File: src/rtl/mem32_ctrl_pkg.sv
// Shared types and sizing for the 32-byte array access controller.
package mem32_ctrl_pkg;

  localparam int unsigned ADDR_W    = 5;
  localparam int unsigned DATA_W    = 8;
  localparam int unsigned LEN_W     = 2;
  localparam int unsigned MEM_DEPTH = 1 << ADDR_W;

  typedef logic [ADDR_W-1:0] addr_t;
  typedef logic [DATA_W-1:0] data_t;
  typedef logic [LEN_W-1:0]  len_t;

  typedef enum logic [1:0] {
    IDLE  = 2'd0,
    WRITE = 2'd1,
    READ  = 2'd2,
    RESP  = 2'd3
  } ctrl_state_e;

endpackage

File: src/rtl/mem32_access_ctrl_if.sv
// Request, write-data, read-response and array-side signals of the controller.
interface mem32_access_ctrl_if;
  import mem32_ctrl_pkg::*;

  logic  req_valid;
  logic  req_ready;
  logic  req_write;
  addr_t req_addr;
  len_t  req_len;
  logic  wd_valid;
  data_t wd_data;
  logic  wd_ready;
  logic  rd_valid;
  data_t rd_data;
  logic  rd_last;
  logic  rd_ready;
  addr_t mem_addr;
  data_t mem_wdata;
  logic  mem_read;
  logic  mem_write;
  data_t mem_rdata;

  // Requester / array side of the bus
  modport master (
    output req_valid, req_write, req_addr, req_len, wd_valid, wd_data, rd_ready, mem_rdata,
    input  req_ready, wd_ready, rd_valid, rd_data, rd_last, mem_addr, mem_wdata, mem_read, mem_write
  );

  // Controller side of the bus
  modport slave (
    input  req_valid, req_write, req_addr, req_len, wd_valid, wd_data, rd_ready, mem_rdata,
    output req_ready, wd_ready, rd_valid, rd_data, rd_last, mem_addr, mem_wdata, mem_read, mem_write
  );

endinterface

File: src/rtl/mem32_beat_counter.sv
// Burst address register (wraps modulo array depth) and remaining-beat down-counter.
module mem32_beat_counter
  import mem32_ctrl_pkg::*;
(
  input  logic  clk,
  input  logic  reset,
  input  logic  load_i,
  input  addr_t addr_i,
  input  len_t  len_i,
  input  logic  step_i,
  output addr_t addr_o,
  output logic  last_o
);

  addr_t addr_q, addr_d;
  len_t  cnt_q, cnt_d;

  always_comb begin
    addr_d = addr_q;
    cnt_d  = cnt_q;
    if (load_i) begin
      addr_d = addr_i;
      cnt_d  = len_i;
    end else if (step_i) begin
      addr_d = addr_q + ADDR_W'(1);
      cnt_d  = cnt_q - LEN_W'(1);
    end
  end

  always_ff @(posedge clk) begin
    if (!reset) begin
      addr_q <= '0;
      cnt_q  <= '0;
    end else begin
      addr_q <= addr_d;
      cnt_q  <= cnt_d;
    end
  end

  assign addr_o = addr_q;
  assign last_o = (cnt_q == '0);

endmodule

File: src/rtl/mem32_access_ctrl.sv
// Sole master of the 32-byte array: sequences 1-4 beat read/write bursts one byte per beat.
module mem32_access_ctrl
  import mem32_ctrl_pkg::*;
(
  input  logic                clk,
  input  logic                reset,
  mem32_access_ctrl_if.slave  bus
);

  ctrl_state_e state_q, state_d;
  data_t       rd_data_q, rd_data_d;
  logic        rd_valid_q, rd_valid_d;
  logic        rd_last_q, rd_last_d;

  logic  cnt_load;
  logic  cnt_step;
  logic  cnt_last;
  addr_t cnt_addr;

  mem32_beat_counter u_beat (
    .clk    (clk),
    .reset  (reset),
    .load_i (cnt_load),
    .addr_i (bus.req_addr),
    .len_i  (bus.req_len),
    .step_i (cnt_step),
    .addr_o (cnt_addr),
    .last_o (cnt_last)
  );

  always_ff @(posedge clk) begin
    if (!reset) begin
      state_q    <= IDLE;
      rd_data_q  <= '0;
      rd_valid_q <= 1'b0;
      rd_last_q  <= 1'b0;
    end else begin
      state_q    <= state_d;
      rd_data_q  <= rd_data_d;
      rd_valid_q <= rd_valid_d;
      rd_last_q  <= rd_last_d;
    end
  end

  // Strobes and ready flags are decoded from state; only mem_write/mem_wdata follow wd_* in WRITE
  always_comb begin
    state_d       = state_q;
    rd_data_d     = rd_data_q;
    rd_last_d     = rd_last_q;
    cnt_load      = 1'b0;
    cnt_step      = 1'b0;
    bus.req_ready = 1'b0;
    bus.wd_ready  = 1'b0;
    bus.mem_read  = 1'b0;
    bus.mem_write = 1'b0;
    bus.mem_wdata = '0;

    case (state_q)
      IDLE: begin
        bus.req_ready = 1'b1;
        if (bus.req_valid) begin
          cnt_load = 1'b1;
          state_d  = bus.req_write ? WRITE : READ;
        end
      end
      WRITE: begin
        bus.wd_ready  = 1'b1;
        bus.mem_write = bus.wd_valid;
        bus.mem_wdata = bus.wd_data;
        if (bus.wd_valid) begin
          cnt_step = 1'b1;
          if (cnt_last) state_d = IDLE;
        end
      end
      READ: begin
        bus.mem_read = 1'b1;
        rd_data_d    = bus.mem_rdata;
        rd_last_d    = cnt_last;
        state_d      = RESP;
      end
      RESP: begin
        if (bus.rd_ready) begin
          if (rd_last_q) begin
            state_d = IDLE;
          end else begin
            cnt_step = 1'b1;
            state_d  = READ;
          end
        end
      end
      default: state_d = IDLE;
    endcase

    rd_valid_d = (state_d == RESP);
  end

  assign bus.mem_addr = cnt_addr;
  assign bus.rd_data  = rd_data_q;
  assign bus.rd_valid = rd_valid_q;
  assign bus.rd_last  = rd_last_q;

endmodule

File: src/flat_wrapper.sv
// flat-port wrapper written by rule: the top's interface ports become plain ports
module mem32_access_ctrl_flat import mem32_ctrl_pkg::*;
  (clk, reset, bus_req_valid, bus_req_write, bus_req_addr, bus_req_len, bus_wd_valid, bus_wd_data, bus_rd_ready, bus_mem_rdata, bus_req_ready, bus_wd_ready, bus_rd_valid, bus_rd_data, bus_rd_last, bus_mem_addr, bus_mem_wdata, bus_mem_read, bus_mem_write);
  mem32_access_ctrl_if bus_i ();
  input  logic clk;
  input  logic reset;
  input wire logic [$bits(bus_i.req_valid)-1:0] bus_req_valid;
  input wire logic [$bits(bus_i.req_write)-1:0] bus_req_write;
  input wire logic [$bits(bus_i.req_addr)-1:0] bus_req_addr;
  input wire logic [$bits(bus_i.req_len)-1:0] bus_req_len;
  input wire logic [$bits(bus_i.wd_valid)-1:0] bus_wd_valid;
  input wire logic [$bits(bus_i.wd_data)-1:0] bus_wd_data;
  input wire logic [$bits(bus_i.rd_ready)-1:0] bus_rd_ready;
  input wire logic [$bits(bus_i.mem_rdata)-1:0] bus_mem_rdata;
  output wire logic [$bits(bus_i.req_ready)-1:0] bus_req_ready;
  output wire logic [$bits(bus_i.wd_ready)-1:0] bus_wd_ready;
  output wire logic [$bits(bus_i.rd_valid)-1:0] bus_rd_valid;
  output wire logic [$bits(bus_i.rd_data)-1:0] bus_rd_data;
  output wire logic [$bits(bus_i.rd_last)-1:0] bus_rd_last;
  output wire logic [$bits(bus_i.mem_addr)-1:0] bus_mem_addr;
  output wire logic [$bits(bus_i.mem_wdata)-1:0] bus_mem_wdata;
  output wire logic [$bits(bus_i.mem_read)-1:0] bus_mem_read;
  output wire logic [$bits(bus_i.mem_write)-1:0] bus_mem_write;
  assign bus_i.req_valid = bus_req_valid;
  assign bus_i.req_write = bus_req_write;
  assign bus_i.req_addr = bus_req_addr;
  assign bus_i.req_len = bus_req_len;
  assign bus_i.wd_valid = bus_wd_valid;
  assign bus_i.wd_data = bus_wd_data;
  assign bus_i.rd_ready = bus_rd_ready;
  assign bus_i.mem_rdata = bus_mem_rdata;
  assign bus_req_ready = bus_i.req_ready;
  assign bus_wd_ready = bus_i.wd_ready;
  assign bus_rd_valid = bus_i.rd_valid;
  assign bus_rd_data = bus_i.rd_data;
  assign bus_rd_last = bus_i.rd_last;
  assign bus_mem_addr = bus_i.mem_addr;
  assign bus_mem_wdata = bus_i.mem_wdata;
  assign bus_mem_read = bus_i.mem_read;
  assign bus_mem_write = bus_i.mem_write;
  mem32_access_ctrl u_core (.clk(clk), .reset(reset), .bus(bus_i));
endmodule
File: config.mk
export PLATFORM = sky130hd
export DESIGN_NAME = mem32_access_ctrl_flat
export DESIGN_NICKNAME = d
export VERILOG_FILES = /design/src/rtl/mem32_ctrl_pkg.sv /design/src/rtl/mem32_access_ctrl_if.sv /design/src/rtl/mem32_beat_counter.sv /design/src/rtl/mem32_access_ctrl.sv /design/src/flat_wrapper.sv
export SDC_FILE = /design/constraint.sdc
export NUM_CORES = 1
export LEC_CHECK = 0
export CORE_ASPECT_RATIO = 0.8
export CORE_MARGIN = 2
export CORE_UTILIZATION = 37
export CTS_CLUSTER_DIAMETER = 100
export DETAILED_ROUTE_END_ITERATION = 16
export HOLD_SLACK_MARGIN = 0.08
export PLACE_DENSITY = 0.81
export SLEW_MARGIN = 20
export SYNTH_ARGS = -nofsm -noshare
export SYNTH_HDL_FRONTEND = slang
export SYNTH_HIERARCHICAL = 1
export SYNTH_SLANG_ARGS = --single-unit
File: constraint.sdc
create_clock -name clk -period 1.7 [get_ports clk]
set_input_delay 0.34 -clock clk [delete_from_list [all_inputs] [get_ports clk]]
set_output_delay 0.34 -clock clk [all_outputs]
set_load 0.01 [all_outputs]
# Word-level counts from Yosys, hierarchy flattened
# Cells that the tools add are included.
# word_totals
reg_bits,19
out_inout_bits,27
in_bits,29
# op_classes
n_reduce_logical,3
eq_ne,4
addsub,2
muxes,22
# op_table
op,count
$mux W2,8
$mux W5,2
$mux W1,9
$mux W8,1
$pmux W2 S4,1
$eq A2 B2 Y1 const B,3
$add A5 B1 Y5 const B,1
$logic_not A2 Y1,2
$eq A2 B1 Y1 const B,1
$pmux W1 S2,1
$reduce_bool A2 Y1,1
$sub A2 B1 Y2 const B,1

# Depth between registers and ports, before layout
# depth
word_depth,5
mapped_depth,7
depth_no_buf,5

# Modules after synthesis
# The synthesis kept the hierarchy.
# modules_own_cells
mod,seq_area_each_um2,cells_per_inst,area_per_inst_um2,instances
mem32_access_ctrl,240.2,70,620.6,1
mem32_beat_counter,140.1,41,355.3,1

# Worst setup path before layout
# No wires, ideal clock.
# synth_timing
kind,register to register
startpoint,reg u_core.state_q[1]
endpoint,"reg u_core.u_beat.addr_q[1], in the netlist u_core/u_beat/addr_o[1]"
path_buffers,2
required_time_ns,1.585
slack_ns,0.301
stages_incl_launch_ff,8
arrival_time_ns,1.284
period_less_slack_ns,1.399
cell_sequence,dfxtp_1 > buf_2 > nand2b_1 > a21boi_0 > buf_6 > mux2i_1 > o21ai_0 > and2_1
# synth_between
elab_chain_len,3
word_cells_on_any_way,7
classes_between,eq/ne (2); mux (3); reduce/logical (2)
# synth_lines
item,line,source
start: declaration,mem32_access_ctrl.sv:10,"ctrl_state_e state_q, state_d;"
start signal: assignment,mem32_access_ctrl.sv:38,state_q <= state_d;
$eq A2 B2 Y1 / $eq A2 B1 Y1 (equally long branches),mem32_access_ctrl.sv:58,case (state_q)
$pmux W1 S2 *,mem32_access_ctrl.sv:58,
named net u_core.cnt_step,mem32_access_ctrl.sv:16,logic cnt_step;
$reduce_bool A2 Y1 (no line) *,--,
end signal: assignment,mem32_beat_counter.sv:35,addr_q <= addr_d;
end: declaration,mem32_beat_counter.sv:15,"addr_t addr_q, addr_d;"
# Mark *: on every way through the listed nets, which the timed path passes. The rest lies on a longest branch.
# A chain may end at the register's enable or synchronous reset.

# Worst setup path in the final report
# layout_timing
startpoint,reg u_core.state_q[0]
endpoint,out bus_mem_wdata[4]
# layout_between
elab_chain_len,2
# layout_lines
item,line,source
$eq A2 B1 Y1,mem32_access_ctrl.sv:58,
$mux W8,mem32_access_ctrl.sv:58,
end: declaration,flat_wrapper.sv:21,output wire logic [$bits(bus_i.mem_wdata)-1:0] bus_mem_wdata;
# No other way between the ends.

==> results.json <==
{
  "highest-signal-layer": "met4",
  "hp-start": "u_core/bus.rd_data[2]",
  "grt_pass1_vias": 995,
  "hold_viol": 0,
  "syn_inst": 111,
  "routed_via_density": 4.70,
  "p_comb_frac": 0.332,
  "drive_above_1_share": 0.191,
  "fp.dieH_um": 49.9,
  "switchingPower_uw": 329,
  "vias": 1006,
  "r2r-start": "u_core/state_q[1]",
  "async_flop_share": 0,
  "synth_top_cell_area_share": 0.390,
  "critical_path_arrival_ns": 1.28,
  "syn_nets": 142,
  "totalWireLength_mm": 2.67,
  "avgSynthCellArea_sq_um": 8.79,
  "r2r_slack_ns": 0.11,
  "cts_made_buffers": 3,
  "ys_ff_latch": 19,
  "yosysMostFrequentCell": "nand2_1",
  "worst-r2r-cell-count": 8,
  "met2_wirelength_mm": 1.27,
  "drc": 0,
  "cts-htree-levels": 1,
  "p_leak_uw": 0.000671,
  "diodes": 0,
  "ys_top_cells_by_count": "nand2_1 (27), dfxtp_1 (19), and2_1 (12), a21boi_2 (9), o21ai_0 (7)",
  "grt_pass1_wl_mm": 4.22,
  "min_path_cells": 2,
  "clk_path_buf_depth": 2,
  "yosys-top-cells-area": "dfxtp_1 (39%), a21boi_2 (10%), nand2_1 (10%), and2_1 (7.7%), o21ai_0 (3.6%)",
  "tightest_slew_ns": 0.302,
  "synth_edf_count": 0,
  "fin_crit_sh": 0.955,
  "dieWidth_um": 61.4,
  "p_per_area_nw_per_um2": 669,
  "portBuffers": 55,
  "hold_ws_ns": 0.476,
  "grtUsageTotal": 0.185,
  "fmax_mhz": 616,
  "layout_setup_ws_ns": 0.0765,
  "hp-class": "flop to flop",
  "clk_latency_ns": 0.31,
  "cp_max_fo": 6,
  "status": "completed",
  "skew_ns": 0.0110,
  "area_delta_synth_final_pct": 70.8,
  "cts_tree": "yes",
  "r2r-end": "u_core/u_beat/addr_o[2]",
  "worst_setup_path_end_kind": "output pin",
  "drt_pass1_iterations": 4,
  "period_needed_ns": 1.62,
  "finalNonFillerCells": 214,
  "synthFlopType": "dfxtp_1",
  "p_seq_frac": 0.456,
  "met3_length_um": 237,
  "cap_violations": 0,
  "place_inst": 207,
  "gr-total-overflow": 0,
  "path_clk_slew_ns": 0.12,
  "min_to": "u_core/bus.rd_data[2]",
  "p_int_uw": 786,
  "wl_per_cell_um": 12.5,
  "synth-seq-area-share": 0.390,
  "place.gp.congestion": 0.773,
  "ys.warnings.count": 6,
  "grt_max_degree": 12,
  "ios": 56,
  "start_util": 0.393,
  "drt-met1-wl_mm": 1.11,
  "dp_slack_ns": -0.182,
  "yosysTopAreaCell": "dfxtp_1",
  "clock_tree.root_cell": "clkbuf_4",
  "pwr-share-clk": 0.212,
  "rows": 16,
  "nNetsFinal": 210,
  "antenna_left": 0,
  "required_ns": 1.36,
  "report.final.slew_viol_count": 0,
  "criticalPathCategory": "flop to output pin",
  "dp_hpwl_mm": 2.06,
  "yosys.cell_types.count": 27,
  "die-area_sq_um": 3070,
  "finalSetupViolCount": 0,
  "ir_drop_v": 0.000398,
  "power_uw": 1110,
  "synth_area_sq_um": 976,
  "p_sw_frac": 0.295,
  "core-area_sq_um": 2480,
  "clock_sinks": 19,
  "start_kind": "flop",
  "drt_iter0_drc": 15,
  "slew_headroom": 0.798,
  "antenna_found_initial": 0,
  "rsz0062_at_grt": "false"
}
-- flip-flops by register name, summed over array words and instances, names as in the netlist --
signal and count:
u_core/u_beat/cnt_q 2, u_core/u_beat/addr_o 5, u_core/state_q 2, u_core/bus.rd_valid 1, u_core/bus.rd_data 8, u_core/bus.rd_last 1
-- how the worst max path moves through the flow --
stage,start,to,slack [ns],depth (start not counted)
2_1_floorplan,u_core/state_q[1],u_core/u_beat/addr_o[1],0.30,7
3_3_place_gp,bus_wd_valid,bus_mem_write,-0.12,3
3_5_place_dp,bus_wd_valid,u_core/u_beat/addr_o[1],-0.18,7
4_1_cts,u_core/state_q[1],bus_mem_read,0.003,4
5_1_grt,u_core/state_q[1],u_core/u_beat/addr_o[1],0.005,7
6_report,u_core/state_q[0],bus_mem_wdata[4],0.08,3
-- repair_timing --
| item | 4_1_cts | 5_1_grt |
|---|---|---|
| setup buffers | 1 | 1 |
| endpoints found under the setup margin | 12 | 5 |
| hold buffers | 0 | 0 |
| endpoints found under the hold margin | 0 | 0 |
| pin swaps | 0 | 1 |
| resized for setup | 16 | 3 |
| gates cloned | 1 | 0 |
-- metal layers --
layer  up-vias  global-route usage
li1        507                   -
met1       457               0.214
met2        37               0.309
met3         5              0.0472
met4         0              0.0922
met5         -                   0
-- critical path, cell delays in order (launching register included) --
cell,delay [ns]
dfxtp_2,0.36
nor2b_4,0.18
and2_1,0.16
dlygate4sd2_1,0.27
-- logic make-up (layout without fill, tap and decap cells) --
family,count (synthesis),after routing,share of synthesized area
adders and majority gates,2,2,0.0256
xor gates and xnor gates,5,5,0.0449
buffers and inverters,9,75,0.0577
AOI/OAI and AO/OA,26,26,0.219
muxes,1,1,0.0103
DFF,19,19,0.390
and+or+nand+nor,49,50,0.253
-- cell usage in the layout (no fill, tap or decap), drive strengths merged, types with 3 or more instances in the layout --
cell / Yosys / final
a21boi: 12 / 12
a21oi: 4 / 4
and2: 12 / 12
buf: 4 / 12
clkbuf: 1 / 3
clkdlybuf4s50: 0 / 43
dfxtp: 19 / 19
dlygate4sd2: 0 / 12
inv: 4 / 4
nand2: 27 / 27
nor2b: 3 / 4
o21ai: 7 / 7
xor2: 3 / 3
-- metrics by stage --
stage	TNS (ns)	area, sq um	utilization
detailed placement	-1.59	1610	0.648
floorplan	0	976	-
global placement	-0.871	1610	0.648
global route	0	1670	0.671
CTS	0	1650	0.664
finish	0	1670	0.671
-- area by class of cell --
class                   count  area (sq um)
well taps                  36          45.0
repair buffers             67           626
multi-input cells          84           566
clock buffers               3          22.5
clock inverters             1          5.00
fillers                   219           816
flip-flops and latches     19           385
inverters                   4          17.5
-- power by group through the flow --
stage / clock (uW) / sequential (uW) / combinational (uW)
final: 236 / 508 / 370
after global routing: 262 / 513 / 405
after CTS: 244 / 508 / 366
after floorplan: 0 / 525 / 154
after global placement: 0 / 511 / 360
after detailed placement: 0 / 514 / 370
No activity file was read; power rests on OpenSTA's default activity.
